**config.mk**
```make
export PLATFORM = sky130hd
export DESIGN_NAME = leaf_out_arbiter
export DESIGN_NICKNAME = d
export VERILOG_FILES = /design/src/rtl/leaf_out_arbiter.sv
export SDC_FILE = /design/constraint.sdc
export NUM_CORES = 1
export LEC_CHECK = 0
export BUFFER_PORTS_ARGS = -buffer_cell sky130_fd_sc_hd__buf_2
export CAP_MARGIN = 40
export CORE_UTILIZATION = 45
export CTS_BUF_LIST = sky130_fd_sc_hd__clkbuf_8
export DETAILED_ROUTE_END_ITERATION = 6
export GPL_ROUTABILITY_DRIVEN = 0
export GPL_TIMING_DRIVEN = 0
export PLACE_DENSITY = 0.79
export SLEW_MARGIN = 10
export SYNTH_ARGS = -nofsm -noshare
export SYNTH_HDL_FRONTEND = slang
export SYNTH_SLANG_ARGS = --single-unit
```
**constraint.sdc**
```tcl
create_clock -name clk -period 11 [get_ports clk]
set_input_delay 1.1 -clock clk [delete_from_list [all_inputs] [get_ports clk]]
set_output_delay 1.1 -clock clk [all_outputs]
set_load 0.005 [all_outputs]
```
**src/rtl/leaf_out_arbiter.sv**
```systemverilog
// ----------------------------------------------------------------------------
// leaf_out_arbiter
//
// Output-side packetiser for a leaf shell. It merges NUM_OUT_PORTS user
// valid/ack streams into one BFT packet stream using round-robin arbitration.
// Each port keeps a destination credit counter (free space at the receiver)
// and a write-address counter that is stamped into every packet it sends.
//
// Ports:
//   clk                       - single clock, rising edge
//   reset_n                   - asynchronous active-low reset
//   din_leaf_user2interface   - packed per-port payloads, port i at [i*PAYLOAD_BITS +: PAYLOAD_BITS]
//   vld_user2interface        - per-port valid
//   ack_interface2user        - per-port accept (one-hot or zero), combinational
//   dest_cfg                  - per-port {dest_leaf, dest_port}, quasi-static
//   credit_upd_vld            - credit return strobe
//   credit_upd_port           - port index receiving FREESPACE_UPDATE_SIZE credit
//   resend                    - suppresses output and freezes pointer/address state
//   dout_leaf_interface2bft   - registered packet {valid, leaf, port, addr, payload}
//   credit_overflow           - sticky error flag, cleared only by reset
// ----------------------------------------------------------------------------
module leaf_out_arbiter #(
    parameter int PACKET_BITS           = 49,
    parameter int PAYLOAD_BITS          = 32,
    parameter int NUM_LEAF_BITS         = 5,
    parameter int NUM_PORT_BITS         = 4,
    parameter int NUM_ADDR_BITS         = 7,
    parameter int NUM_OUT_PORTS         = 3,
    parameter int NUM_BRAM_ADDR_BITS    = 7,
    parameter int FREESPACE_UPDATE_SIZE = 64
) (
    input  logic                                            clk,
    input  logic                                            reset_n,
    input  logic [NUM_OUT_PORTS*PAYLOAD_BITS-1:0]           din_leaf_user2interface,
    input  logic [NUM_OUT_PORTS-1:0]                        vld_user2interface,
    output logic [NUM_OUT_PORTS-1:0]                        ack_interface2user,
    input  logic [NUM_OUT_PORTS*(NUM_LEAF_BITS+NUM_PORT_BITS)-1:0] dest_cfg,
    input  logic                                            credit_upd_vld,
    input  logic [NUM_PORT_BITS-1:0]                        credit_upd_port,
    input  logic                                            resend,
    output logic [PACKET_BITS-1:0]                          dout_leaf_interface2bft,
    output logic                                            credit_overflow
);

    localparam int CW         = NUM_BRAM_ADDR_BITS + 1;
    localparam int DCW        = NUM_LEAF_BITS + NUM_PORT_BITS;
    localparam int CREDIT_MAX = 1 << NUM_BRAM_ADDR_BITS;

    // Architectural state
    logic [CW-1:0]            credit_r [NUM_OUT_PORTS];
    logic [NUM_ADDR_BITS-1:0] addr_r   [NUM_OUT_PORTS];
    logic [NUM_PORT_BITS-1:0] ptr_r;
    logic [PACKET_BITS-1:0]   dout_r;
    logic                     credit_overflow_r;

    // Combinational decisions
    logic [NUM_OUT_PORTS-1:0] eligible_s;
    logic [NUM_OUT_PORTS-1:0] grant_s;
    logic [NUM_PORT_BITS-1:0] grant_idx_s;
    logic                     found_s;
    int                       cand_s;
    logic [PACKET_BITS-1:0]   pkt_nxt_s;
    logic [CW-1:0]            credit_nxt_s [NUM_OUT_PORTS];
    logic [NUM_OUT_PORTS-1:0] sat_hit_s;
    logic [31:0]              credit_sum_s [NUM_OUT_PORTS];
    logic                     bad_port_s;

    assign ack_interface2user      = grant_s;
    assign dout_leaf_interface2bft = dout_r;
    assign credit_overflow         = credit_overflow_r;

    // Eligibility: valid, non-zero credit, not resending; reset_n gates it so ack is 0 during reset
    always_comb begin
        eligible_s = '0;
        for (int i = 0; i < NUM_OUT_PORTS; i++) begin
            eligible_s[i] = vld_user2interface[i] && (credit_r[i] != '0) && !resend && reset_n;
        end
    end

    // Round-robin search starting one past the last granted port
    always_comb begin
        grant_s     = '0;
        grant_idx_s = ptr_r;
        found_s     = 1'b0;
        cand_s      = 0;
        for (int k = 1; k <= NUM_OUT_PORTS; k++) begin
            cand_s = (int'(ptr_r) + k) % NUM_OUT_PORTS;
            if (!found_s && eligible_s[cand_s]) begin
                grant_s[cand_s] = 1'b1;
                grant_idx_s     = NUM_PORT_BITS'(cand_s);
                found_s         = 1'b1;
            end else begin
                found_s = found_s;
            end
        end
    end

    // Next output packet: granted port's fields, or all zeros when idle
    always_comb begin
        pkt_nxt_s = '0;
        if (found_s) begin
            pkt_nxt_s = {1'b1,
                         dest_cfg[int'(grant_idx_s)*DCW +: DCW],
                         addr_r[grant_idx_s],
                         din_leaf_user2interface[int'(grant_idx_s)*PAYLOAD_BITS +: PAYLOAD_BITS]};
        end else begin
            pkt_nxt_s = '0;
        end
    end

    // Credit next-state: add returned space, subtract a send, saturate at buffer depth
    always_comb begin
        bad_port_s = credit_upd_vld && (int'(credit_upd_port) >= NUM_OUT_PORTS);
        sat_hit_s  = '0;
        for (int i = 0; i < NUM_OUT_PORTS; i++) begin
            credit_sum_s[i] = 32'(credit_r[i])
                            + ((credit_upd_vld && (int'(credit_upd_port) == i)) ? 32'(FREESPACE_UPDATE_SIZE) : 32'd0)
                            - (grant_s[i] ? 32'd1 : 32'd0);
            if (credit_sum_s[i] > 32'(CREDIT_MAX)) begin
                credit_nxt_s[i] = CW'(CREDIT_MAX);
                sat_hit_s[i]    = 1'b1;
            end else begin
                credit_nxt_s[i] = credit_sum_s[i][CW-1:0];
                sat_hit_s[i]    = 1'b0;
            end
        end
    end

    // State registers; resend needs no special case since it removes all grants
    always_ff @(posedge clk or negedge reset_n) begin
        if (!reset_n) begin
            ptr_r             <= NUM_PORT_BITS'(NUM_OUT_PORTS - 1);
            dout_r            <= '0;
            credit_overflow_r <= 1'b0;
            for (int i = 0; i < NUM_OUT_PORTS; i++) begin
                credit_r[i] <= CW'(CREDIT_MAX);
                addr_r[i]   <= '0;
            end
        end else begin
            dout_r            <= pkt_nxt_s;
            credit_overflow_r <= credit_overflow_r | bad_port_s | (|sat_hit_s);
            if (found_s) begin
                ptr_r <= grant_idx_s;
            end else begin
                ptr_r <= ptr_r;
            end
            for (int i = 0; i < NUM_OUT_PORTS; i++) begin
                credit_r[i] <= credit_nxt_s[i];
                if (grant_s[i]) begin
                    addr_r[i] <= addr_r[i] + {{(NUM_ADDR_BITS-1){1'b0}}, 1'b1};
                end else begin
                    addr_r[i] <= addr_r[i];
                end
            end
        end
    end

endmodule

```
Word level (Yosys, flattened, before mapping):

Index checks and enable logic that the tools add are counted.

* bits in registers: 99
* latch bits: 0
* bits in writable memories: 0
* ROM bits: 0
* bits of input ports: 134
* output and inout port bits: 53
* word-level logic and storage cells: 111
* memories: 0

* add/subtract/negate cells: 12
* $mul: 1
* divide/modulo/power cells: 3
* magnitude comparators: 11
* eq/ne operators: 2
* shift-type cells: 2
* muxes and demuxes: 40
* bitwise logic cells: 5
* reductions and logical operators: 26

Operators with widths (number)
* $ge A32 B1 Y1 const B: 3
* $gt A32 B8 Y1 const B: 3
* $lt A32 B4 Y1 const B: 3
* $mod A32 B3 Y32 const B: 3
* $shiftx A96 B10 Y32: 1
* $mux W49: 1
* $mux W7: 5
* $sub A9 B1 Y10: 3
* $add A8 B7 Y9: 3
* $shiftx A27 B9 Y9: 1
* $mux W8: 3
* $reduce_bool A8 Y1: 3
* $add A7 B1 Y7 const B: 3
* $logic_and A1 B1 Y1: 18
* $mux W1: 18
* $bmux W7 S2: 1
* $mux W4: 3
* $add A4 B2 Y5 const B: 2
* $mux W3: 3
* $mul A4 B4 Y8 const B: 1
* $bmux W1 S2: 3
* $demux W1 S2: 3
* $or A3 B3 Y3: 2
* $add A4 B1 Y5 const B: 1
* other kinds (9): 12

Logic depth before layout (Yosys ltp):

Gate-level depths: netlist (run 1).

* word-level depth: 20
* mapped depth: 36
* mapped depth without buffers: 35

Least setup slack after synthesis (run 1):

OpenSTA, ideal clock, no wires.

* path type: reg-to-reg
* start: register ptr_r[1]
* end: register credit_overflow_r, in the netlist credit_overflow
* arrival: 7.853 ns
* required time: 10.854 ns
* setup slack: 3.001 ns
* cell stages (with the launch flop): 35
* cells stage by stage: dfstp_2 -> clkbuf_1 -> inv_1 -> ha_1 -> a21oi_4 -> xnor2_1 -> ha_1 -> buf_2 -> mux2i_1 -> o31ai_1 -> or2_2 -> ha_1 -> a31oi_1 -> nand4_1 -> xnor2_1 -> inv_1 -> ha_1 -> a211oi_2 -> nand2_1 -> a41o_1 -> a2111oi_4 -> a221o_1 -> buf_4 -> ha_1 -> inv_1 -> ha_1 -> inv_1 -> fa_1 -> o21bai_1 -> a21oi_1 -> o21bai_1 -> a21oi_1 -> xnor2_1 -> a221o_1 -> or4b_2

* longest elaborated chain between the ends: 18
* elaborated cells on any way between the ends: 55

Ends and longest elaborated chain
* start, declared: line 52 `logic [NUM_PORT_BITS-1:0] ptr_r;`
* start signal, assigned: line 132 `ptr_r <= NUM_PORT_BITS'(NUM_OUT_PORTS - 1);`
* start signal, assigned: line 143 `ptr_r <= grant_idx_s;`
* start signal, assigned: line 145 `ptr_r <= ptr_r;`
* parallel branches: the longest is 11 deep, another holds $mod A32 B3 Y32
* $mux W3 (*): line 88 `if (!found_s && eligible_s[cand_s]) begin`
* net ack_interface2user[0]: line 36 `output logic [NUM_OUT_PORTS-1:0] ack_interface2user,`
* $mux W1 (*): line 118 `- (grant_s[i] ? 32'd1 : 32'd0);`
* $sub A9 B1 Y10 (*): line 118
* $gt A32 B8 Y1 (*): line 119 `if (credit_sum_s[i] > 32'(CREDIT_MAX)) begin`
* $mux W1 (*): line 119
* $reduce_or A3 Y1 (*): line 141 `credit_overflow_r <= credit_overflow_r | bad_port_s | (|sat_hit_s);`
* $or A1 B1 Y1 (*): line 141
* end signal, assigned: line 141
* end, declared: line 54 `logic credit_overflow_r;`

Mark *: on every way through the listed nets, which the timed path passes. The select of a mux whose other input is x is not followed.
A chain may end at the register's enable or synchronous reset.

Worst setup path after layout (run 1):

* start: register ptr_r[0]
* end: register credit_overflow_r, in the netlist credit_overflow

* longest elaborated chain between the ends: 18
* elaborated cells on any way between the ends: 55

Ends and longest elaborated chain (line)
* parallel branches: the longest is 11 deep, another holds $mod A32 B3 Y32
* $mux W3 (*): 88
* $mux W1: 118
* $sub A9 B1 Y10: 118
* $gt A32 B8 Y1: 119
* $mux W1: 119
* $reduce_or A3 Y1 (*): 141
* $or A1 B1 Y1 (*): 141

Mark *: on every way between the ends. The select of a mux whose other input is x is not followed.

==> flow_summary_export.csv, run 1 <==
group,metric,value,unit
clock_tree,hold_buffers,0,
worst_setup_path,arrival,9.67,ns
global_route,grt_usage,25.29,%
route,drcViolationCount,0,
logic_synthesis,synth-seq-area-share,29.73,%
logic_synthesis,syn-num-nets,1196,
sta,min_period_over_period,85.59,%
route,drtIter0Drc,721,
cells_and_area,layout-drive-gt1-share,22.66,%
sta,tightestPinTransition,0.9152,ns
cells_and_area,num-fill-cells,1656,
worst_setup_path,cp-end-kind,"flip-flop",
route,via_count,8571,
cells_and_area,multiInputGateArea,0.005309,mm2
clock_tree,cts_tree,"done",
min_path,whs_path_depth,1,
floorplanning,core,0.01809,mm2
floorplanning,initial_core_util,46.17,%
cells_and_area,fin_cells,1435,
sta,relSlewSlack,37.41,%
clock_tree,path_clk_slew,0.11,ns
placement,port_buffers,186,
sta,rsz0062_at_grt,"false",
route,postRouteAntennaNets,0,
clock_tree,cts_max_path_buffers,2,
sta,finClkSkew,0.01731,ns
route,avgViaCountPerCell,5.973,
placement,dp.cells,1418,
global_route,antenna_found_initial,1,
clock_tree,root_buffer,"clkbuf_8",
floorplanning,die_height,138.2,um
logic_synthesis,avgSynthCellArea,8.351,um2
logic_synthesis,ys_seq_elements,99,
sta,worst_hold_slack,0.4736,ns
route,wl_per_cell,16.75,um
placement,placed_area,0.009605,mm2
sta,final-setup-viol-count,0,
cells_and_area,area.sequential,0.002482,mm2
run,cap_violations,0,
floorplanning,core.rowCount,49,
worst_setup_path,crit_required,11.26,ns
global_route,grt_max_degree,63,
logic_synthesis,syn_inst,1000,
run_status,status,"finished clean",
floorplanning,die_x,138.2,um
sta,fin_crit,9.414,ns
route,wirelength,24030,um
clock_tree,cts_resized,0,
cells_and_area,areaGrowthSynthToFinish,17.89,%
sta,hold_viol_final,0,
worst_setup_path,r2r_cells,35,
logic_synthesis,ys_types,103,
worst_setup_path,worstSetupStartpointType,"flip-flop",
sta,max_clock_freq,0.1062,GHz
clock_tree,htreeDepth,3,
logic_synthesis,ys.flop_type,"dfrtp_1",
worst_setup_path,crit_top_cell,"ha_1",
worst_setup_path,worst_path_max_delay_cell,"or4b_2",
worst_setup_path,path_class,"flip-flop to flip-flop",
logic_synthesis,synth_area,0.008351,mm2
clock_tree,postCtsSetupBuffers,0,
logic_synthesis,synth_edf_count,0,
floorplanning,dieArea,0.01910,mm2
worst_setup_path,path_max_fanout,11,
sta,slew_viol_final,0,
global_route,grt_pass1_vias,8194,
floorplanning,ios,187,
min_path,hp-class,"flip-flop to flip-flop",
placement,dpl.hpwl,18600,um
cells_and_area,finalInstanceArea,0.009844,mm2
clock_tree,cts_sinks,99,
sta,setup_tns,0,ns
logic_synthesis,yosysWarnings,0,
global_route,grt_overflow,0,
route,first_pass_iters,6,
cells_and_area,nets,1396,
logic_synthesis,synthArstFlopShare,100.0,%
clock_tree,insertion_delay,0.39,ns
worst_setup_path,cp_slowest_stage_delay,0.69,ns
clock_tree,cts_buffers,9,
global_route,grt_pass1_wl,39710,um
## area by class of cell
type | instances | area share (%)
antenna | 1 | 0.02542
buffer | 53 | 2.911
clock buffer | 11 | 1.538
clock inverter | 5 | 0.8643
inverter | 72 | 2.771
multi-input combinational | 776 | 53.93
sequential | 99 | 25.22
tap | 229 | 2.911
timing repair buffer | 189 | 9.837
## logic make-up (layout without fill, tap and decap cells)
family                   after synthesis  count (layout)  share of synthesized area (%)
other                                  0               1                              0
multiplexers                          24              24                          2.937
XOR/XNOR                              51              51                          5.844
buffers and inverters                125             330                          6.698
AND/OR/NAND/NOR                      390             390                          23.96
flip-flops                            99              99                          29.73
adder cells (fa/ha/maj)               62              62                          9.560
AO/OA/AOI/OAI                        249             249                          21.28
## state kept, by name, summed over array words and instances, names as in the netlist
name	flops
credit_overflow	1
ptr_r	4
credit_r	24
addr_r	21
dout_leaf_interface2bft	49
## final timing paths
check	start	to	slack, ns
setup reg to reg	ptr_r[0]	credit_overflow	1.59
hold / removal	addr_r[20]	addr_r[20]	0.47
setup / recovery	ptr_r[0]	credit_overflow	1.59
hold reg to reg	addr_r[20]	addr_r[20]	0.47
min in group asynchronous	reset_n	dout_leaf_interface2bft[16]	0.68
max in group asynchronous	reset_n	credit_r[15]	9.56
## routing by layer
metal	share of wire [%]	routed length [um]	track usage, %	vias up
met4	2.7	654	10.17	0
met2	48	11420	41.41	346
met1	43	10300	32.58	4099
met5	0	0	0	-
met3	6.9	1658	5.438	63
li1	-	-	-	4063
## synthesized netlist by cell type, types with 16 or more instances
cell	instances	area [um2]
a21oi_1	47	235.2
a31oi_1	49	306.5
buf_2	16	80.08
clkbuf_1	19	71.32
dfrtp_1	95	2377
ha_1	59	738.2
inv_1	67	251.5
mux2i_1	20	200.2
nand2_1	67	251.5
nand3_1	146	730.7
nor2_1	64	240.2
o21ai_0	30	150.1
xnor2_1	33	289.0
## worst max-delay path, delay by kind of cell (launching register included)
family	cells	cell delay, ns
XOR/XNOR	2	0.48
AO/OA/AOI/OAI	11	3.13
flip-flops	1	0.53
AND/OR/NAND/NOR	7	1.88
adder cells (fa/ha/maj)	7	1.68
buffers and inverters	8	1.56
## cell usage in the layout (no fill, tap or decap), types with 20 or more instances in the layout
cell type / Yosys / layout
dfrtp_1: 95 / 95
ha_1: 59 / 59
nor2_1: 64 / 64
buf_2: 16 / 201
nand2_1: 67 / 67
nand3_1: 146 / 146
a21oi_1: 47 / 47
inv_1: 67 / 67
mux2i_1: 20 / 20
a31oi_1: 49 / 49
o21ai_0: 30 / 30
xnor2_1: 33 / 33
## through the flow
stage	util, %	worst slack (ns)
after floorplan	-	3.001
after global placement	52.90	1.947
after detailed placement	53.11	1.777
after CTS	54.42	1.705
after global routing	54.43	0.9048
final	54.43	1.586
Power of run 1 is not shown: default switching activity piles up to over one toggle a cycle in this logic, so the estimate is an artifact.
==> inputs of run 2 (changes only) <==
- PLACE_DENSITY: 0.79 -> 0.76
==> run 2 against run 1 <==
Sequential share of layout area grew 0.16 points. Utilization decreased by 0.35 points. First-iteration DRC count is 16% lower. Largest cell class unchanged. Highest routed layer unchanged.
==> flow_summary_export.csv, run 2 (synthesis gave the netlist of run 1 again) <==
group,metric,value,unit
sta,final-setup-viol-count,0,
clock_tree,postCtsSetupBuffers,0,
sta,max_clock_freq,0.1065,GHz
clock_tree,cts_buffers,9,
route,drtIter0Drc,605,
worst_setup_path,r2r_cells,35,
route,via_count,8599,
worst_setup_path,reg2reg_slack,1.61,ns
route,first_pass_iters,5,
worst_setup_path,critPathTopFamily,"compound AO/OA/AOI/OAI gates",
sta,hold_viol_final,0,
run,cap_violations,0,
worst_setup_path,worst_path_max_delay_cell,"or4b_2",
clock_tree,cts_max_path_buffers,2,
sta,slew_viol_final,0,
cells_and_area,final_util,54.09,%
min_path,hold_start,"addr_r[13]",
sta,setup_tns,0,ns
min_path,whs_path_depth,1,
sta,worst_hold_slack,0.4801,ns
clock_tree,htreeDepth,3,
worst_setup_path,worst-path-buf-inv,9,
cells_and_area,areaGrowthSynthToFinish,17.14,%
cells_and_area,layout-drive-gt1-share,22.57,%
floorplanning,dieArea,0.01910,mm2
worst_setup_path,path_class,"flip-flop to flip-flop",
route,avgViaCountPerCell,5.997,
worst_setup_path,crit_required,11.26,ns
clock_tree,cts_sinks,99,
cells_and_area,n_antenna_cell,0,
global_route,grt_pass1_vias,7985,
run_status,status,"finished clean",
worst_setup_path,cp_slowest_stage_delay,0.70,ns
worst_setup_path,worstSetupStartpointType,"flip-flop",
clock_tree,cts_tree,"done",
sta,relSlewSlack,43.85,%
sta,min_period_over_period,85.34,%
floorplanning,ios,187,
floorplanning,die_height,138.2,um
placement,port_buffers,186,
clock_tree,hold_buffers,0,
clock_tree,insertion_delay,0.39,ns
worst_setup_path,path_max_fanout,11,
global_route,antenna_found_initial,0,
sta,rsz0062_at_grt,"false",
clock_tree,root_buffer,"clkbuf_8",
global_route,grt_overflow,0,
min_path,hold_path_end,"addr_r[13]",
route,wl_per_cell,17.06,um
route,wirelength,24460,um
global_route,grt_pass1_wl,39120,um
worst_setup_path,rr_endpoint,"credit_overflow",
worst_setup_path,arrival,9.64,ns
worst_setup_path,cp-end-kind,"flip-flop",
clock_tree,cts_resized,0,
cells_and_area,nets,1396,
placement,dpl.hpwl,18890,um
floorplanning,die_x,138.2,um
sta,tightestPinTransition,0.8211,ns
worst_setup_path,crit_top_cell,"ha_1",
cells_and_area,final_cell_mix,"buf_2, nand3_1, dfrtp_1",
global_route,grt_usage,25.21,%
floorplanning,initial_core_util,46.17,%
cells_and_area,largest_reg_flops,49,
route,drcViolationCount,0,
floorplanning,core,0.01809,mm2
worst_setup_path,r2r_start,"ptr_r[0]",
global_route,grt_max_degree,81,
min_path,hp-class,"flip-flop to flip-flop",
sta,finClkSkew,0.02869,ns
floorplanning,core.rowCount,49,
clock_tree,path_clk_slew,0.10,ns
route,postRouteAntennaNets,0,
sta,fin_crit,9.388,ns
cells_and_area,final_common_cell,"buf_2",
[run 2: worst max path at each step]
stage | start | end | slack (ns) | cells past startpoint
6_report | ptr_r[0] | credit_overflow | 1.61 | 35
5_1_grt | ptr_r[1] | credit_overflow | 0.98 | 34
4_1_cts | ptr_r[1] | credit_overflow | 1.72 | 34
3_5_place_dp | ptr_r[1] | credit_overflow | 1.78 | 34
3_3_place_gp | ptr_r[0] | credit_overflow | 1.85 | 35
2_1_floorplan | ptr_r[1] | credit_overflow | 3.00 | 34
[run 2: final cells by class]
type,instances,area [um2]
fill,1651,8304
inverter,72,272.8
clock buffer,10,137.6
tap,229,286.5
sequential,99,2482
clock inverter,6,33.78
multi-input combinational,776,5309
timing repair buffer,189,973.4
buffer,53,286.5
[run 2: per-layer routing]
layer  routed length (um)  track usage (%)
met3                 1806            4.641
met2                11320            41.03
met1                10620            33.22
met4                  720            10.05
met5                    0                0
[run 2: through the flow]
step / instances / instance area, um2 / worst slack (ns)
final: 1434 / 9782 / 1.612
after global placement: 1415 / 9568 / 1.851
after global routing: 1434 / 9782 / 0.9757
after CTS: 1434 / 9782 / 1.724
after floorplan: 1000 / 8351 / 3.001
after detailed placement: 1418 / 9610 / 1.783
Power of run 2 is left out for the same reason.
==> inputs of run 3 (changes only) <==
- CORE_MARGIN: not set -> 2
- CTS_CLUSTER_DIAMETER: not set -> 50
- REMOVE_ABC_BUFFERS: not set -> 1
==> run 3 against run 2 <==
Count of clock-buffer cells in the layout decreased by 1. Utilization fell by 0.87 points. First-iteration DRC count shrank 2.6%. Register-to-register slack lost 0.49 ns. Sequential cell count unchanged. Clock skew down 0.013 ns.
==> flow_summary_export.csv, run 3 (synthesis gave the netlist of run 1 again) <==
group,metric,value,unit
worst_setup_path,worst_path_max_delay_cell,"dfrtp_1",
global_route,antenna_found_initial,0,
clock_tree,path_clk_slew,0.10,ns
clock_tree,postCtsSetupBuffers,0,
route,via_count,8222,
floorplanning,initial_core_util,46.17,%
route,avgViaCountPerCell,5.949,
worst_setup_path,cp_slowest_stage_delay,0.90,ns
route,drcViolationCount,0,
route,wl_per_cell,16.65,um
global_route,grt_pass1_vias,7747,
worst_setup_path,crit_top_cell,"ha_1",
cells_and_area,n_antenna_cell,0,
placement,dp.cells,1367,
global_route,grt_overflow,0,
run_status,status,"finished clean",
clock_tree,cts_sinks,99,
floorplanning,core,0.01809,mm2
sta,hold_viol_final,0,
cells_and_area,areaGrowthSynthToFinish,15.25,%
cells_and_area,layout-drive-gt1-share,21.77,%
cells_and_area,largest_reg_flops,49,
sta,rsz0062_at_grt,"false",
worst_setup_path,critPathTopFamily,"compound AO/OA/AOI/OAI gates",
worst_setup_path,arrival,10.12,ns
route,wirelength,23020,um
clock_tree,htreeDepth,3,
route,postRouteAntennaNets,0,
worst_setup_path,r2r_start,"ptr_r[2]",
min_path,hp-class,"flip-flop to flip-flop",
floorplanning,die_x,140.2,um
sta,slew_viol_final,0,
worst_setup_path,crit_required,11.24,ns
worst_setup_path,worstSetupStartpointType,"flip-flop",
clock_tree,root_buffer,"clkbuf_8",
sta,setup_tns,0,ns
clock_tree,hold_buffers,0,
global_route,grt_pass1_wl,36710,um
clock_tree,cts_tree,"done",
sta,min_period_over_period,89.80,%
cells_and_area,final_common_cell,"buf_2",
cells_and_area,area.sequential,0.002482,mm2
sta,finClkSkew,0.01616,ns
route,first_pass_iters,5,
placement,port_buffers,186,
clock_tree,insertion_delay,0.38,ns
worst_setup_path,path_class,"flip-flop to flip-flop",
min_path,whs_path_depth,1,
cells_and_area,fin_cells,1382,
worst_setup_path,worst-path-buf-inv,3,
cells_and_area,multiInputGateArea,0.005333,mm2
min_path,hold_path_end,"addr_r[6]",
min_path,hold_start,"addr_r[6]",
clock_tree,cts_resized,0,
sta,tightestPinTransition,0.8784,ns
floorplanning,ios,187,
route,drtIter0Drc,589,
sta,final-setup-viol-count,0,
worst_setup_path,crit_path_start,"ptr_r[2]",
placement,dpl.hpwl,17340,um
worst_setup_path,cp-end-kind,"flip-flop",
sta,fin_crit,9.878,ns
cells_and_area,nets,1345,
sta,max_clock_freq,0.1012,GHz
run,cap_violations,0,
worst_setup_path,reg2reg_slack,1.12,ns
floorplanning,dieArea,0.01966,mm2
clock_tree,cts_max_path_buffers,2,
clock_tree,cts_buffers,9,
sta,fin_ws,1.122,ns
worst_setup_path,r2r_cells,31,
floorplanning,core.rowCount,49,
floorplanning,die_height,140.2,um
cells_and_area,num-fill-cells,1640,
worst_setup_path,rr_endpoint,"credit_overflow",
worst_setup_path,path_max_fanout,21,
global_route,grt_usage,22.59,%
global_route,grt_max_degree,85,
sta,relSlewSlack,40.69,%
placement,place_ws,1.299,ns
cells_and_area,final_cell_mix,"buf_2, nand3_1, dfrtp_1",
## run 3: changes by cell type in the layout (fill, tap and decap cells not counted), moves of 3 or more
cell,before,now
buf_2,202,185
buf_1,8,1
buf_4,4,1
clkbuf_1,19,0
buf_6,8,0
## run 3: worst max-delay path by stage
stage	to	slack, ns	cells after the start
after floorplan	credit_overflow	2.54	31
after global placement	dout_leaf_interface2bft[27]	0.33	22
after detailed placement	credit_overflow	1.30	31
after CTS	credit_overflow	1.23	31
after global routing	credit_overflow	0.41	31
final	credit_overflow	1.12	31
## run 3: worst register-to-register path, delay by kind of cell, from the launching register on
| kind | cells | cell delay, ns |
|---|---|---|
| and+or+nand+nor | 6 | 2.33 |
| muxes | 1 | 0.19 |
| AOI/OAI and AO/OA | 12 | 3.18 |
| xor gates and xnor gates | 2 | 0.45 |
| adders and majority gates | 7 | 2.44 |
| DFF | 1 | 0.90 |
| buffers and inverters | 3 | 0.26 |
## run 3: layout make-up
class	count	share of cell area [%]
inverters	72	2.834
flip-flops and latches	99	25.79
clock buffers	9	1.287
well taps	229	2.977
multi-input cells	776	55.41
repair buffers	191	10.67
clock inverters	6	1.027
## run 3: metrics by stage
stage | hold slack, ns | utilization, % | cell area (um2)
final | 0.4823 | 53.21 | 9624
after global routing | 0.5002 | 53.21 | 9624
after CTS | 0.4833 | 53.21 | 9624
after detailed placement | 0.4673 | 51.98 | 9402
after global placement | 0.4561 | 51.32 | 9281
after floorplan | 0.4410 | - | 8064
## run 3: metal layers
layer	share of wire [%]	global-route usage (%)	vias to the layer above
met5	0	0	-
met4	4.1	9.995	0
met3	5.6	3.795	58
met2	49	39.32	307
met1	41	27.55	3901
li1	-	-	3956
Power of run 3 is left out for the same reason.
